`config.mk`:
```
export PLATFORM = sky130hd
export DESIGN_NAME = mem_stage_flat
export DESIGN_NICKNAME = d
export VERILOG_FILES = /design/src/rtl/mem_stage_pkg.sv /design/src/rtl/mem_stage_if.sv /design/src/rtl/mem_stage_access_fsm.sv /design/src/rtl/mem_stage.sv /design/src/flat_wrapper.sv
export SDC_FILE = /design/constraint.sdc
export NUM_CORES = 1
export LEC_CHECK = 0
export CAP_MARGIN = 20
export CORE_UTILIZATION = 29
export DETAILED_ROUTE_END_ITERATION = 8
export GPL_TIMING_DRIVEN = 1
export HOLD_SLACK_MARGIN = 0.1
export PLACE_DENSITY = 0.78
export SYNTH_ARGS = -nofsm -noshare
export SYNTH_HDL_FRONTEND = slang
export SYNTH_SLANG_ARGS = --single-unit
export TNS_END_PERCENT = 50
```
`constraint.sdc`:
```
create_clock -name clk -period 2.59 [get_ports clk]
set_input_delay 0.777 -clock clk [delete_from_list [all_inputs] [get_ports clk]]
set_output_delay 0.777 -clock clk [all_outputs]
set_load 0.005 [all_outputs]
```
`src/rtl/mem_stage_pkg.sv`:
```
// Shared definitions for the MEM pipeline stage: default widths, watchdog
// limit and the data-memory access FSM state encoding.
package mem_pkg;

    localparam int MEM_DATA_WIDTH = 16;   // data word width
    localparam int MEM_ADDR_WIDTH = 8;    // data-memory address width
    localparam int MEM_REG_WIDTH  = 4;    // register-index width
    localparam int MEM_TMO_CYCLES = 255;  // watchdog limit (cycles)

    // Data-memory access FSM states
    typedef enum logic {
        IDLE = 1'b0,
        WAIT = 1'b1
    } memState_e;

endpackage : mem_pkg

```
`src/rtl/mem_stage_if.sv`:
```
// Data-memory request/acknowledge port of the MEM stage.
// master: the MEM stage (issues requests); slave: the data memory.
interface mem_stage_if
    import mem_pkg::*;
#(
    parameter int DATA_WIDTH = MEM_DATA_WIDTH,
    parameter int ADDR_WIDTH = MEM_ADDR_WIDTH
);

    logic                  dm_req_o;
    logic                  dm_we_o;
    logic [ADDR_WIDTH-1:0] dm_addr_o;
    logic [DATA_WIDTH-1:0] dm_wdata_o;
    logic [DATA_WIDTH-1:0] dm_rdata_i;
    logic                  dm_ack_i;

    modport master (
        output dm_req_o, dm_we_o, dm_addr_o, dm_wdata_o,
        input  dm_rdata_i, dm_ack_i
    );

    modport slave (
        input  dm_req_o, dm_we_o, dm_addr_o, dm_wdata_o,
        output dm_rdata_i, dm_ack_i
    );

endinterface : mem_stage_if

```
`src/rtl/mem_stage_access_fsm.sv`:
```
// Data-memory access sequencer for the MEM stage: drives the request,
// raises the pipeline stall while an access is outstanding, and reports the
// cycle in which the access completes.
// Optional feature: MEM_STAGE_TIMEOUT_EN adds a WAIT-state watchdog that
// completes a hung access after TMO_CYCLES stall cycles and sets a sticky
// error flag until reset.
module mem_access_fsm
    import mem_pkg::*;
#(
    parameter int TMO_CYCLES = MEM_TMO_CYCLES
) (
    input  logic clk,
    input  logic rst,        // synchronous, active-low
    input  logic access,     // EX/MEM holds a load or store
    input  logic ack,        // data-memory acknowledge
    output logic req,        // data-memory request
    output logic stall,      // access pending, freeze IF..EX/MEM
    output logic done,       // access completes this cycle
    output logic tmoFire     // completion forced by the watchdog
`ifdef MEM_STAGE_TIMEOUT_EN
    ,
    output logic dmErr       // sticky watchdog error
`endif
);

    memState_e state;
    memState_e nextState;

    // State register
    always_ff @(posedge clk) begin
        // NOTE: sequential state uses non-blocking assignments so every
        // register samples pre-edge values regardless of block ordering.
        if (!rst) state <= IDLE;
        else      state <= nextState;
    end

`ifdef MEM_STAGE_TIMEOUT_EN
    logic [7:0] wdCnt;
    logic       errQ;

    // wdCnt holds the number of WAIT cycles already spent, so the watchdog
    // fires in the WAIT cycle that brings the stall total to TMO_CYCLES.
    assign tmoFire = rst && (state == WAIT) && !ack
                     && (wdCnt == 8'(TMO_CYCLES - 1));

    // Watchdog counter and sticky error flag
    always_ff @(posedge clk) begin
        if (!rst) begin
            wdCnt <= '0;
            errQ  <= 1'b0;
        end else begin
            if ((state == WAIT) && !ack && !tmoFire) wdCnt <= wdCnt + 8'd1;
            else                                     wdCnt <= '0;
            if (tmoFire) errQ <= 1'b1;
        end
    end

    assign dmErr = errQ;
`else
    assign tmoFire = 1'b0;
`endif

    // Next-state and request/stall decode
    always_comb begin
        // NOTE: every output gets a default before the case so no path
        // leaves a variable unassigned, which would infer a latch.
        nextState = state;
        req       = 1'b0;
        stall     = 1'b0;
        done      = 1'b0;
        case (state)
            IDLE: begin
                req = access;
                if (access && !ack) nextState = WAIT;
            end
            WAIT: begin
                req = 1'b1;
                if (ack || tmoFire) nextState = IDLE;
            end
            default: nextState = IDLE;
        endcase
        // The request is held off while reset is asserted.
        if (!rst) req = 1'b0;
        stall = req && !(ack || tmoFire);
        done  = req && (ack || tmoFire);
    end

endmodule : mem_access_fsm

```
`src/rtl/mem_stage.sv`:
```
// MEM pipeline stage: result forwarding mux, branch resolution, data-memory
// port drive and the MEM/WB pipeline register. Access sequencing lives in
// mem_access_fsm.
// Optional feature: MEM_STAGE_TIMEOUT_EN (watchdog on hung data-memory
// accesses, adds the dm_err_o output).
module mem_stage
    import mem_pkg::*;
#(
    parameter int DATA_WIDTH = MEM_DATA_WIDTH,
    parameter int ADDR_WIDTH = MEM_ADDR_WIDTH,
    parameter int REG_WIDTH  = MEM_REG_WIDTH,
    parameter int TMO_CYCLES = MEM_TMO_CYCLES
) (
    input  logic                  clk,
    input  logic                  rst,            // synchronous, active-low

    // EX/MEM register contents
    input  logic [ADDR_WIDTH-1:0] PCM_i,
    input  logic [DATA_WIDTH-1:0] WriteDataM_i,
    input  logic [DATA_WIDTH-1:0] imm8M_i,
    input  logic [DATA_WIDTH-1:0] alu_outM_i,
    input  logic [DATA_WIDTH-1:0] WriteRegM_i,    // low REG_WIDTH bits used
    input  logic                  RegWriteM_i,
    input  logic                  BranchM_i,
    input  logic                  MemReadM_i,
    input  logic                  MemWriteM_i,
    input  logic                  MemToRegM_i,
    input  logic                  MovM_i,
    input  logic                  flush_MEM_WB_i,

    // Data-memory port
    mem_stage_if.master           dmBus,

    // MEM-stage results
    output logic [DATA_WIDTH-1:0] WBResultM_o,
    output logic                  mem_stall_o,
    output logic                  BranchTakenM_o,
    output logic [ADDR_WIDTH-1:0] BranchTargetM_o,

    // MEM/WB register
`ifdef MEM_STAGE_TIMEOUT_EN
    output logic                  dm_err_o,
`endif
    output logic [DATA_WIDTH-1:0] ReadDataW_o,
    output logic [DATA_WIDTH-1:0] alu_outW_o,
    output logic [DATA_WIDTH-1:0] WBResultW_o,
    output logic [REG_WIDTH-1:0]  WriteRegW_o,
    output logic                  RegWriteW_o,
    output logic                  MemToRegW_o
);

    logic                  access;
    logic                  isRead;
    logic                  accessDone;
    logic                  tmoFire;
    logic                  fsmReq;
    logic [DATA_WIDTH-1:0] readDataM;
    logic                  unusedWriteRegBits;

    assign access = MemReadM_i | MemWriteM_i;
    // A combined read+write is a write; its read data is discarded.
    assign isRead = MemReadM_i & ~MemWriteM_i;

    // Only the low REG_WIDTH bits of the destination field are meaningful.
    assign unusedWriteRegBits = ^WriteRegM_i[DATA_WIDTH-1:REG_WIDTH];

    mem_access_fsm #(
        .TMO_CYCLES (TMO_CYCLES)
    ) u_access_fsm (
        .clk     (clk),
        .rst     (rst),
        .access  (access),
        .ack     (dmBus.dm_ack_i),
        .req     (fsmReq),
        .stall   (mem_stall_o),
        .done    (accessDone),
        .tmoFire (tmoFire)
`ifdef MEM_STAGE_TIMEOUT_EN
        ,
        .dmErr   (dm_err_o)
`endif
    );

    // Data-memory port, driven straight from EX/MEM
    assign dmBus.dm_req_o   = fsmReq;
    assign dmBus.dm_we_o    = MemWriteM_i;
    assign dmBus.dm_addr_o  = alu_outM_i[ADDR_WIDTH-1:0];
    assign dmBus.dm_wdata_o = WriteDataM_i;

    // Forwarded result and branch resolution
    assign WBResultM_o     = MovM_i ? imm8M_i : alu_outM_i;
    assign BranchTakenM_o  = BranchM_i & (alu_outM_i == '0);
    assign BranchTargetM_o = PCM_i + imm8M_i[ADDR_WIDTH-1:0];

    // Load data is captured only in the cycle the read completes; a watchdog
    // completion returns all-ones so software can spot the failed load.
    assign readDataM = (isRead && accessDone)
                       ? (tmoFire ? '1 : dmBus.dm_rdata_i)
                       : '0;

    // MEM/WB register: bubble on reset, flush or stall, else capture
    always_ff @(posedge clk) begin
        // NOTE: the pipeline register is fully reset because WB consumes
        // RegWrite/MemToReg as control; stale values would commit garbage.
        if (!rst || flush_MEM_WB_i || mem_stall_o) begin
            ReadDataW_o <= '0;
            alu_outW_o  <= '0;
            WBResultW_o <= '0;
            WriteRegW_o <= '0;
            RegWriteW_o <= 1'b0;
            MemToRegW_o <= 1'b0;
        end else begin
            ReadDataW_o <= readDataM;
            alu_outW_o  <= alu_outM_i;
            WBResultW_o <= WBResultM_o;
            WriteRegW_o <= WriteRegM_i[REG_WIDTH-1:0];
            RegWriteW_o <= RegWriteM_i;
            MemToRegW_o <= MemToRegM_i;
        end
    end

endmodule : mem_stage

```
`src/flat_wrapper.sv`:
```
// flat-port wrapper written by rule: the top's interface ports become plain ports
module mem_stage_flat import mem_pkg::*;
#(
    parameter int DATA_WIDTH = MEM_DATA_WIDTH,
    parameter int ADDR_WIDTH = MEM_ADDR_WIDTH,
    parameter int REG_WIDTH  = MEM_REG_WIDTH,
    parameter int TMO_CYCLES = MEM_TMO_CYCLES
)
  (clk, rst, PCM_i, WriteDataM_i, imm8M_i, alu_outM_i, WriteRegM_i, RegWriteM_i, BranchM_i, MemReadM_i, MemWriteM_i, MemToRegM_i, MovM_i, flush_MEM_WB_i, WBResultM_o, mem_stall_o, BranchTakenM_o, BranchTargetM_o, ReadDataW_o, alu_outW_o, WBResultW_o, WriteRegW_o, RegWriteW_o, MemToRegW_o, dmBus_dm_req_o, dmBus_dm_we_o, dmBus_dm_addr_o, dmBus_dm_wdata_o, dmBus_dm_rdata_i, dmBus_dm_ack_i);
  mem_stage_if #(.DATA_WIDTH(DATA_WIDTH), .ADDR_WIDTH(ADDR_WIDTH)) dmBus_i ();
  input  logic clk;
  input  logic rst;
  input  logic [ADDR_WIDTH-1:0] PCM_i;
  input  logic [DATA_WIDTH-1:0] WriteDataM_i;
  input  logic [DATA_WIDTH-1:0] imm8M_i;
  input  logic [DATA_WIDTH-1:0] alu_outM_i;
  input  logic [DATA_WIDTH-1:0] WriteRegM_i;
  input  logic RegWriteM_i;
  input  logic BranchM_i;
  input  logic MemReadM_i;
  input  logic MemWriteM_i;
  input  logic MemToRegM_i;
  input  logic MovM_i;
  input  logic flush_MEM_WB_i;
  output logic [DATA_WIDTH-1:0] WBResultM_o;
  output logic mem_stall_o;
  output logic BranchTakenM_o;
  output logic [ADDR_WIDTH-1:0] BranchTargetM_o;
  output logic [DATA_WIDTH-1:0] ReadDataW_o;
  output logic [DATA_WIDTH-1:0] alu_outW_o;
  output logic [DATA_WIDTH-1:0] WBResultW_o;
  output logic [REG_WIDTH-1:0] WriteRegW_o;
  output logic RegWriteW_o;
  output logic MemToRegW_o;
  output wire logic [$bits(dmBus_i.dm_req_o)-1:0] dmBus_dm_req_o;
  output wire logic [$bits(dmBus_i.dm_we_o)-1:0] dmBus_dm_we_o;
  output wire logic [$bits(dmBus_i.dm_addr_o)-1:0] dmBus_dm_addr_o;
  output wire logic [$bits(dmBus_i.dm_wdata_o)-1:0] dmBus_dm_wdata_o;
  input wire logic [$bits(dmBus_i.dm_rdata_i)-1:0] dmBus_dm_rdata_i;
  input wire logic [$bits(dmBus_i.dm_ack_i)-1:0] dmBus_dm_ack_i;
  assign dmBus_dm_req_o = dmBus_i.dm_req_o;
  assign dmBus_dm_we_o = dmBus_i.dm_we_o;
  assign dmBus_dm_addr_o = dmBus_i.dm_addr_o;
  assign dmBus_dm_wdata_o = dmBus_i.dm_wdata_o;
  assign dmBus_i.dm_rdata_i = dmBus_dm_rdata_i;
  assign dmBus_i.dm_ack_i = dmBus_dm_ack_i;
  mem_stage #(.DATA_WIDTH(DATA_WIDTH), .ADDR_WIDTH(ADDR_WIDTH), .REG_WIDTH(REG_WIDTH), .TMO_CYCLES(TMO_CYCLES)) u_core (.clk(clk), .rst(rst), .PCM_i(PCM_i), .WriteDataM_i(WriteDataM_i), .imm8M_i(imm8M_i), .alu_outM_i(alu_outM_i), .WriteRegM_i(WriteRegM_i), .RegWriteM_i(RegWriteM_i), .BranchM_i(BranchM_i), .MemReadM_i(MemReadM_i), .MemWriteM_i(MemWriteM_i), .MemToRegM_i(MemToRegM_i), .MovM_i(MovM_i), .flush_MEM_WB_i(flush_MEM_WB_i), .dmBus(dmBus_i), .WBResultM_o(WBResultM_o), .mem_stall_o(mem_stall_o), .BranchTakenM_o(BranchTakenM_o), .BranchTargetM_o(BranchTargetM_o), .ReadDataW_o(ReadDataW_o), .alu_outW_o(alu_outW_o), .WBResultW_o(WBResultW_o), .WriteRegW_o(WriteRegW_o), .RegWriteW_o(RegWriteW_o), .MemToRegW_o(MemToRegW_o));
endmodule
```
==> flow_metrics.py, run 1 <==
metrics = {
    "clocking": {
        "clk_latency_ns": 0.30,
        "cts_root_buf": "clkbuf_8",
        "ctsLongestPathBuffers": 2,
        "clock-sinks": 55,
        "cts.htree.levels": 2,
        "clk_pin_slew_ns": 0.10,
        "tritoncts": "yes",
        "cts_buffers": 5,
    },
    "detailed_routing": {
        "firstDrtPassIters": 4,
        "post-route-drc-count": 0,
        "drt_iter0_drc": 33,
        "vias": 2120,
        "antenna_left": 0,
        "viasPerCell": 4.371,
        "wl_mm": 7.072,
        "routedWlPerCell_um": 14.58,
    },
    "global_routing": {
        "antenna_found_initial": 0,
        "grt_use_total": 0.1624,
        "grt_pass1_wl_mm": 10.56,
        "grt_start_max_net_pins": 39,
        "grt_pass1_vias": 2122,
        "overflow": 0,
    },
    "worst_setup_path": {
        "crit_path_start_kind": "primary input",
        "cp_data_arrival_time_ns": 2.07,
        "cp.required_ns": 1.81,
        "cp-end-kind": "output port",
        "max_stage_delay_ns": 0.29,
        "critical-path-top-delay-family": "buffers and inverters",
        "path_buf_inv": 3,
        "path_cells": "dlygate4sd2_1 > ha_1 > buf_4 > nand2_1 > o211ai_1 > o2bb2ai_1 > buf_2",
        "critPathSlowestCell": "ha_1",
        "cp_max_fo": 3,
        "crit_type": "in -> out",
        "worstSetupPathDepth": 7,
        "reg2reg_depth": 5,
    },
    "logic_synthesis": {
        "synth-async-reset-ratio": 0,
        "yosysUniqueCellTypes": 39,
        "yosys_warnings": 0,
        "ys_ff_latch": 55,
        "ys_seq_area_frac": 0.4656,
        "netlist_area_um2": 2365,
        "synth_top_flop_cell": "dfxtp_1",
        "postSynthCellCount": 213,
        "syn_nets": 319,
        "avgSynthCellArea_um2": 11.10,
        "synth-edff-count": 0,
    },
    "timing": {
        "maxSlewHeadroom": 0.7040,
        "skew_ns": 0.004276,
        "worstMarginPinSlew_ns": 0.4425,
        "setup_viol": 4,
        "period_share": 1.099,
        "hold_viol": 0,
        "rsz0062_at_grt": "yes",
        "drv_slew": 0,
        "setup_ws_ns": -0.2553,
        "tns_ns": -0.7574,
        "max_freq_mhz": 351.5,
        "fin_crit_ns": 2.845,
    },
    "pwr": {
        "irDropWorstVdd_mv": 0.2125,
        "power_mw": 1.852,
        "powerDensity_nw_per_um2": 428.0,
        "leakage_nw": 1.805,
    },
    "die": {
        "fp.dieH_um": 92.30,
        "io_pins": 204,
        "start_util": 0.3029,
        "coreArea_um2": 7807,
        "fp.dieW_um": 92.30,
        "num_rows": 32,
        "die_area_um2": 8519,
    },
    "status": {
        "status": "finished with violations",
        "violations": "negative setup slack",
    },
    "flow_run": {
        "cap_violations": 0,
    },
    "worst_hold_path": {
        "holdPathStages": 2,
        "hp-class": "in -> reg",
    },
    "place": {
        "numPortBuffers": 159,
        "gp_routability_congestion": 0.9385,
        "place_inst": 472,
        "dp_hpwl_mm": 5.136,
        "placed_cell_area_um2": 4081,
    },
    "layout": {
        "stdcell_area_um2": 4328,
        "finalNetCount": 488,
        "area_delta_synth_final_pct": 83.02,
        "final_cells": 485,
        "num-fill-cells": 719,
        "diodes": 0,
        "drive_gt1_frac": 0.3629,
    },
}
[kinds of logic after synthesis]
group,count (synthesis),share of synthesized area
simple gates,74,0.2233
flops,55,0.4656
buf+inv,37,0.1180
compound gates,19,0.05662
fa+ha+maj,8,0.04550
mux,16,0.07619
xor+xnor,4,0.01482
[metal layers]
layer,vias up,global-route usage,part of all wire
met5,-,0,0
met4,0,0.08073,0.038
met3,28,0.03941,0.068
met2,96,0.2914,0.53
met1,977,0.1771,0.37
li1,1019,-,-
[path summary, 6_finish.rpt]
| check | start | to | slack [ns] |
|---|---|---|---|
| worst min-delay path | alu_outM_i[13] | u_core.alu_outW_o[13] | 0.70 |
| worst max-delay path | PCM_i[5] | BranchTargetM_o[7] | -0.26 |
| worst min register to register | u_core.u_access_fsm.state | u_core.u_access_fsm.state | 0.78 |
| worst max register to register | u_core.u_access_fsm.state | u_core.WBResultW_o[14] | 1.40 |
[layout by cell type (no fill, tap or decap), drive strengths merged]
master,instances
inv,6
o21a,1
fa,1
nor3,3
clkbuf,7
a211oi,1
nand4,1
a221oi,1
ha,7
dlygate4sd2,28
clkdlybuf4s50,99
o31a,1
nand2,2
o21ba,1
buf,58
nor3b,1
clkinv,1
o211ai,3
a21oi,5
nand2b,2
o21ai,2
and2,54
clkdlybuf4s15,7
o2bb2ai,1
nor2,2
nor2b,4
clkinvlp,1
xnor2,2
mux2,16
o311ai,2
nor4,3
xor2,2
nor4b,1
and2b,1
a21o,1
dfxtp,55
[registers in the layout (all words and copies together), names as in the netlist]
signal,flops
u_core.MemToRegW_o,1
u_core.ReadDataW_o,16
u_core.RegWriteW_o,1
u_core.WBResultW_o,16
u_core.WriteRegW_o,4
u_core.alu_outW_o,16
u_core.u_access_fsm.state,1
[power breakdown]
part,switching (mW),internal [mW]
clock,0.287,0.196
sequential,0.00592,0.869
combinational,0.181,0.314
total,0.474,1.38
[synth_stat cells (2+ instances only)]
| cell type | instances | area [um^2] |
|---|---|---|
| buf_6 | 3 | 33.78 |
| dfxtp_1 | 55 | 1101 |
| ha_1 | 7 | 87.58 |
| inv_1 | 5 | 18.77 |
| o21ai_0 | 2 | 10.01 |
| nor2_1 | 2 | 7.510 |
| nor2b_1 | 4 | 25.02 |
| a21oi_1 | 5 | 25.02 |
| xnor2_1 | 2 | 17.52 |
| o211ai_1 | 3 | 22.52 |
| and2_1 | 34 | 212.7 |
| nand2_1 | 2 | 7.510 |
| and2_4 | 20 | 175.2 |
| nor4_1 | 3 | 18.77 |
| buf_4 | 25 | 187.7 |
| mux2_2 | 16 | 180.2 |
| xor2_1 | 2 | 17.52 |
| buf_8 | 2 | 30.03 |
[repair_timing]
action | CTS | global route
gates resized for setup | 186 | 8
setup endpoints to repair | 36 | 9
pin swaps | 24 | 11
cloned | 1 | 0
buffers inserted | 5 | 1
hold endpoints to repair | 0 | 0
hold buffers | 0 | 0
[layout make-up]
cell class	instances	area [um^2]	share of cell area
clock buffer	5	68.82	0.01590
multi-input combinational	121	1186	0.2741
clock inverter	3	23.77	0.005493
tap	102	127.6	0.02949
inverter	5	18.77	0.004337
timing repair buffer	194	1802	0.4163
sequential	55	1101	0.2544
[worst register-to-register path: stages, from the launching register on]
cell and delay, ns:
dfxtp_1 0.33, nor3_2 0.18, buf_4 0.13, o21ba_2 0.14, buf_12 0.19, and2_4 0.18
[stage by stage]
step                      worst slack (ns)  utilization  hold slack [ns]
after CTS                          -0.2105       0.5522           0.6723
after floorplan                   0.003288            -           0.6983
after global routing               -0.2948       0.5543           0.6864
after global placement              -1.087       0.5228           0.7117
after detailed placement            -1.116       0.5228           0.7497
final                              -0.2553       0.5543           0.7022
(Power assumes the default switching activity.)
==> run 2: changes to the inputs <==
SLEW_MARGIN = 0   (was unset)
clock period = 2.4 ns   (was 2.59 ns; I/O delays follow)
==> flow_metrics.py, run 2 (synthesis results as in run 1) <==
metrics = {
    "global_routing": {
        "grt_pass1_vias": 2231,
        "overflow": 0,
        "grt_use_total": 0.1677,
        "grt_start_max_net_pins": 39,
        "grt_pass1_wl_mm": 11.07,
        "antenna_found_initial": 0,
    },
    "detailed_routing": {
        "wl_mm": 7.278,
        "drt_iter0_drc": 33,
        "antenna_left": 0,
        "post-route-drc-count": 0,
        "firstDrtPassIters": 3,
        "viasPerCell": 4.255,
        "routedWlPerCell_um": 14.59,
        "vias": 2123,
    },
    "worst_setup_path": {
        "crit_path_start_kind": "primary input",
        "cp_data_arrival_time_ns": 1.94,
        "path_cells": "buf_8 > ha_4 > inv_2 > fa_2 > nor2b_4 > o31a_1 > o311ai_2 > buf_2",
        "path_buf_inv": 3,
        "cp-end-kind": "output port",
        "critPathSlowestCell": "o31a_1",
        "critical-path-top-delay-family": "compound AO/OA/AOI/OAI gates",
        "cp.required_ns": 1.68,
        "crit_type": "in -> out",
        "max_stage_delay_ns": 0.26,
        "cp_max_fo": 3,
    },
    "layout": {
        "drive_gt1_frac": 0.4081,
        "multi_input_area_um2": 1200,
        "register_area_um2": 1101,
        "diodes": 0,
        "num-fill-cells": 691,
        "finalNetCount": 502,
        "final_common_cell": "clkdlybuf4s50_1",
        "mostFrequentLayoutCells": "clkdlybuf4s50_1, dfxtp_1, buf_4",
        "area_delta_synth_final_pct": 86.93,
        "top_regs": "u_core.ReadDataW_o (16), u_core.WBResultW_o (16), u_core.alu_outW_o (16)",
    },
    "clocking": {
        "cts_buffers": 5,
        "hold_buffers": 0,
        "clock-sinks": 55,
        "clk_pin_slew_ns": 0.09,
        "clk_latency_ns": 0.29,
        "cts_root_buf": "clkbuf_8",
        "cts.htree.levels": 2,
        "tritoncts": "yes",
        "ctsLongestPathBuffers": 2,
    },
    "pwr": {
        "p_sw_frac": 0.2442,
        "powerDensity_nw_per_um2": 449.7,
        "p_seq_frac": 0.475,
        "clkPwrFrac": 0.244,
        "combPwrFrac": 0.281,
        "p_sw_uw": 485.5,
        "leakage_nw": 1.871,
        "irDropWorstVdd_mv": 0.2174,
        "p_int_mw": 1.502,
    },
    "timing": {
        "rsz0062_at_grt": "yes",
        "period_share": 1.106,
        "setup_ws_ns": -0.2553,
        "setup_viol": 7,
        "tns_ns": -0.9308,
        "max_freq_mhz": 376.6,
        "worstMarginPinSlew_ns": 0.4539,
        "skew_ns": 0.006573,
        "hold_viol": 0,
        "maxSlewHeadroom": 0.6964,
        "drv_slew": 0,
        "fin_crit_ns": 2.655,
    },
    "flow_run": {
        "cap_violations": 0,
    },
    "worst_hold_path": {
        "hp-class": "in -> reg",
    },
    "die": {
        "die_area_um2": 8519,
        "fp.dieH_um": 92.30,
        "fp.dieW_um": 92.30,
        "num_rows": 32,
        "coreArea_um2": 7807,
        "start_util": 0.3029,
        "io_pins": 204,
    },
    "place": {
        "pre_cts_ws_ns": -1.132,
        "gp_routability_congestion": 0.7913,
        "numPortBuffers": 159,
        "dp_hpwl_mm": 5.584,
    },
    "status": {
        "violations": "negative setup slack",
        "status": "finished with violations",
    },
}
[run 2: layout make-up]
type | count | area share
repair buffers | 208 | 0.4271
multi-input cells | 121 | 0.2714
flip-flops and latches | 55 | 0.2491
inverters | 5 | 0.004246
well taps | 102 | 0.02887
clock buffers | 6 | 0.01642
clock inverters | 2 | 0.002830
[run 2: repair_timing]
item | CTS | global route
setup buffers | 16 | 1
resized for setup | 218 | 16
setup endpoints to repair | 36 | 15
pin swaps | 28 | 13
[run 2: worst paths after layout]
check | startpoint | to | slack [ns] | cells past startpoint
max | imm8M_i[0] | BranchTargetM_o[6] | -0.26 | 8
min | alu_outM_i[9] | u_core.alu_outW_o[9] | 0.65 | 2
max reg2reg | u_core.u_access_fsm.state | u_core.MemToRegW_o | 1.30 | 4
min reg2reg | u_core.u_access_fsm.state | u_core.u_access_fsm.state | 0.77 | 3
[run 2: metrics by stage]
step | hold WS [ns] | instance area [um^2] | instances | total power [mW] | utilization
2_1_floorplan | 0.6983 | 2402 | 213 | 1.166 | -
3_3_place_gp | 0.7116 | 4121 | 475 | 1.479 | 0.5279
3_5_place_dp | 0.7385 | 4121 | 475 | 1.490 | 0.5279
4_1_cts | 0.6419 | 4387 | 499 | 1.991 | 0.5619
5_1_grt | 0.6422 | 4420 | 499 | 2.092 | 0.5662
6_report | 0.6494 | 4420 | 499 | 1.988 | 0.5662
[run 2: power by group through the flow]
| stage | Clock [mW] | Combinational [mW] | Sequential, mW |
|---|---|---|---|
| 4_1_cts | 0.501 | 0.545 | 0.944 |
| 3_5_place_dp | 0 | 0.525 | 0.966 |
| 2_1_floorplan | 0 | 0.197 | 0.969 |
| 6_report | 0.484 | 0.559 | 0.944 |
| 5_1_grt | 0.545 | 0.599 | 0.947 |
| 3_3_place_gp | 0 | 0.515 | 0.965 |
[run 2: metal layers]
layer  part of all wire  track usage  routed length [um]
met5                  0            0                   0
met4              0.027      0.05990                 195
met3              0.060      0.02956                 440
met2               0.56       0.3420                4083
met1               0.35       0.1650                2558
==> run 3: changes to the inputs <==
CAP_MARGIN = 25   (was 20)
CORE_ASPECT_RATIO = 1.5   (was unset)
==> flow_metrics.py, run 3 (synthesis results as in run 1) <==
metrics = {
    "status": {
        "status": "finished with violations",
        "violations": "negative setup slack",
    },
    "clocking": {
        "clk_latency_ns": 0.29,
        "cts.htree.levels": 2,
        "ctsLongestPathBuffers": 2,
        "clk_pin_slew_ns": 0.07,
        "tritoncts": "yes",
        "cts_buffers": 5,
        "cts_root_buf": "clkbuf_16",
        "clock-sinks": 55,
        "hold_buffers": 0,
    },
    "worst_hold_path": {
        "hp-class": "in -> reg",
    },
    "place": {
        "dp_hpwl_mm": 5.613,
        "place_inst": 471,
        "placed_cell_area_um2": 4085,
        "numPortBuffers": 159,
        "gp_routability_congestion": 0.7352,
    },
    "die": {
        "fp.dieW_um": 75.73,
        "start_util": 0.2972,
        "fp.dieH_um": 112.6,
        "coreArea_um2": 7958,
        "num_rows": 40,
        "io_pins": 204,
        "die_area_um2": 8527,
    },
    "layout": {
        "diodes": 0,
        "mostFrequentLayoutCells": "clkdlybuf4s50_1, dfxtp_1, and2_1",
        "area_delta_synth_final_pct": 87.67,
        "final_cells": 490,
        "drive_gt1_frac": 0.3455,
        "utilization": 0.5577,
        "finalNetCount": 490,
        "stdcell_area_um2": 4438,
        "top_regs": "u_core.ReadDataW_o (16), u_core.WBResultW_o (16), u_core.alu_outW_o (16)",
        "final_common_cell": "clkdlybuf4s50_1",
    },
    "global_routing": {
        "overflow": 0,
        "grt_start_max_net_pins": 39,
        "use_met3": 0.05027,
        "grt_pass1_wl_mm": 10.52,
        "grtUsageMet2": 0.3351,
        "antenna_found_initial": 0,
        "grt_use_total": 0.1690,
        "grt_use_met1": 0.1369,
        "top_usage_layer": "met2",
        "grt_pass1_vias": 2175,
    },
    "timing": {
        "tns_ns": -1.102,
        "setup_viol": 6,
        "skew_ns": 0.003807,
        "period_share": 1.115,
        "max_freq_mhz": 373.8,
        "worstMarginPinSlew_ns": 0.4518,
        "hold_viol": 0,
        "drv_slew": 0,
        "setup_ws_ns": -0.2756,
        "maxSlewHeadroom": 0.6978,
        "fin_crit_ns": 2.676,
        "whs_ns": 0.7828,
        "rsz0062_at_grt": "yes",
    },
    "pwr": {
        "irDropWorstVdd_mv": 0.2816,
        "powerDensity_nw_per_um2": 538.0,
        "leakage_nw": 1.874,
    },
    "worst_setup_path": {
        "cp-end-kind": "output port",
        "cp.required_ns": 1.68,
        "cp_max_fo": 3,
        "crit_path_start_kind": "primary input",
        "crit_type": "in -> out",
        "cp_data_arrival_time_ns": 1.96,
    },
    "detailed_routing": {
        "antenna_left": 0,
        "vias": 2088,
        "viasPerCell": 4.261,
        "wl_mm": 7.153,
        "routedWlPerCell_um": 14.60,
        "post-route-drc-count": 0,
        "drt_iter0_drc": 45,
        "firstDrtPassIters": 6,
    },
    "flow_run": {
        "cap_violations": 0,
    },
}
-- run 3: changes by cell type in the layout (fill, tap and decap cells not counted), moves of 2 or more --
cell             delta
nor4_4              -2
clkdlybuf4s50_1     -2
buf_6               -3
bufinv_16           +2
clkbuf_16           +5
buf_4              -13
clkdlybuf4s15_1     +4
clkbuf_8            -5
dlygate4sd2_1      +10
buf_8               -2
buf_2               -8
-- run 3: power by group --
group,switching (mW),internal [mW]
logic,0.192,0.342
clock network,0.312,0.598
registers,0.00638,0.938
total,0.510,1.88
-- run 3: final timing paths --
| kind | startpoint | to | slack (ns) | depth (start not counted) |
|---|---|---|---|---|
| worst max register to register | u_core.u_access_fsm.state | u_core.WBResultW_o[15] | 1.08 | 6 |
| worst min register to register | u_core.u_access_fsm.state | u_core.u_access_fsm.state | 0.80 | 3 |
| worst min-delay path | imm8M_i[0] | u_core.WBResultW_o[0] | 0.78 | 3 |
| worst max-delay path | imm8M_i[0] | BranchTargetM_o[6] | -0.28 | 8 |
-- run 3: cell type report --
class / instances / area (um^2)
Fill cell: 699 / 3520
Inverter: 5 / 18.77
Sequential cell: 55 / 1101
Multi-Input combinational cell: 121 / 1171
Tap cell: 105 / 131.4
Clock buffer: 6 / 128.9
Timing Repair Buffer: 196 / 1827
Clock inverter: 2 / 60.06
-- run 3: layer usage --
| layer | part of all wire | vias up |
|---|---|---|
| met5 | 0 | - |
| met4 | 0.043 | 0 |
| met3 | 0.098 | 30 |
| met2 | 0.55 | 118 |
| met1 | 0.31 | 923 |
| li1 | - | 1017 |
-- run 3: critical path, stage by stage --
cell      delay (ns)
buf_8           0.10
ha_4            0.16
inv_2           0.06
fa_2            0.23
nor2b_4         0.06
o31a_1          0.27
o311ai_2        0.21
buf_2           0.15
-- run 3: what timing repair did --
| action | CTS | global route |
|---|---|---|
| resized for setup | 164 | 23 |
| cloned | 0 | 0 |
| endpoints found under the hold margin | 0 | 0 |
| endpoints found under the setup margin | 36 | 16 |
| pin swaps | 22 | 15 |
| setup buffers | 9 | 2 |
-- run 3: metrics by stage --
stage	power [mW]	worst slack, ns
after global routing	2.498	-0.3362
after detailed placement	1.483	-1.119
final	2.387	-0.2756
after global placement	1.474	-1.111
after CTS	2.400	-0.3374
after floorplan	1.166	-0.006174
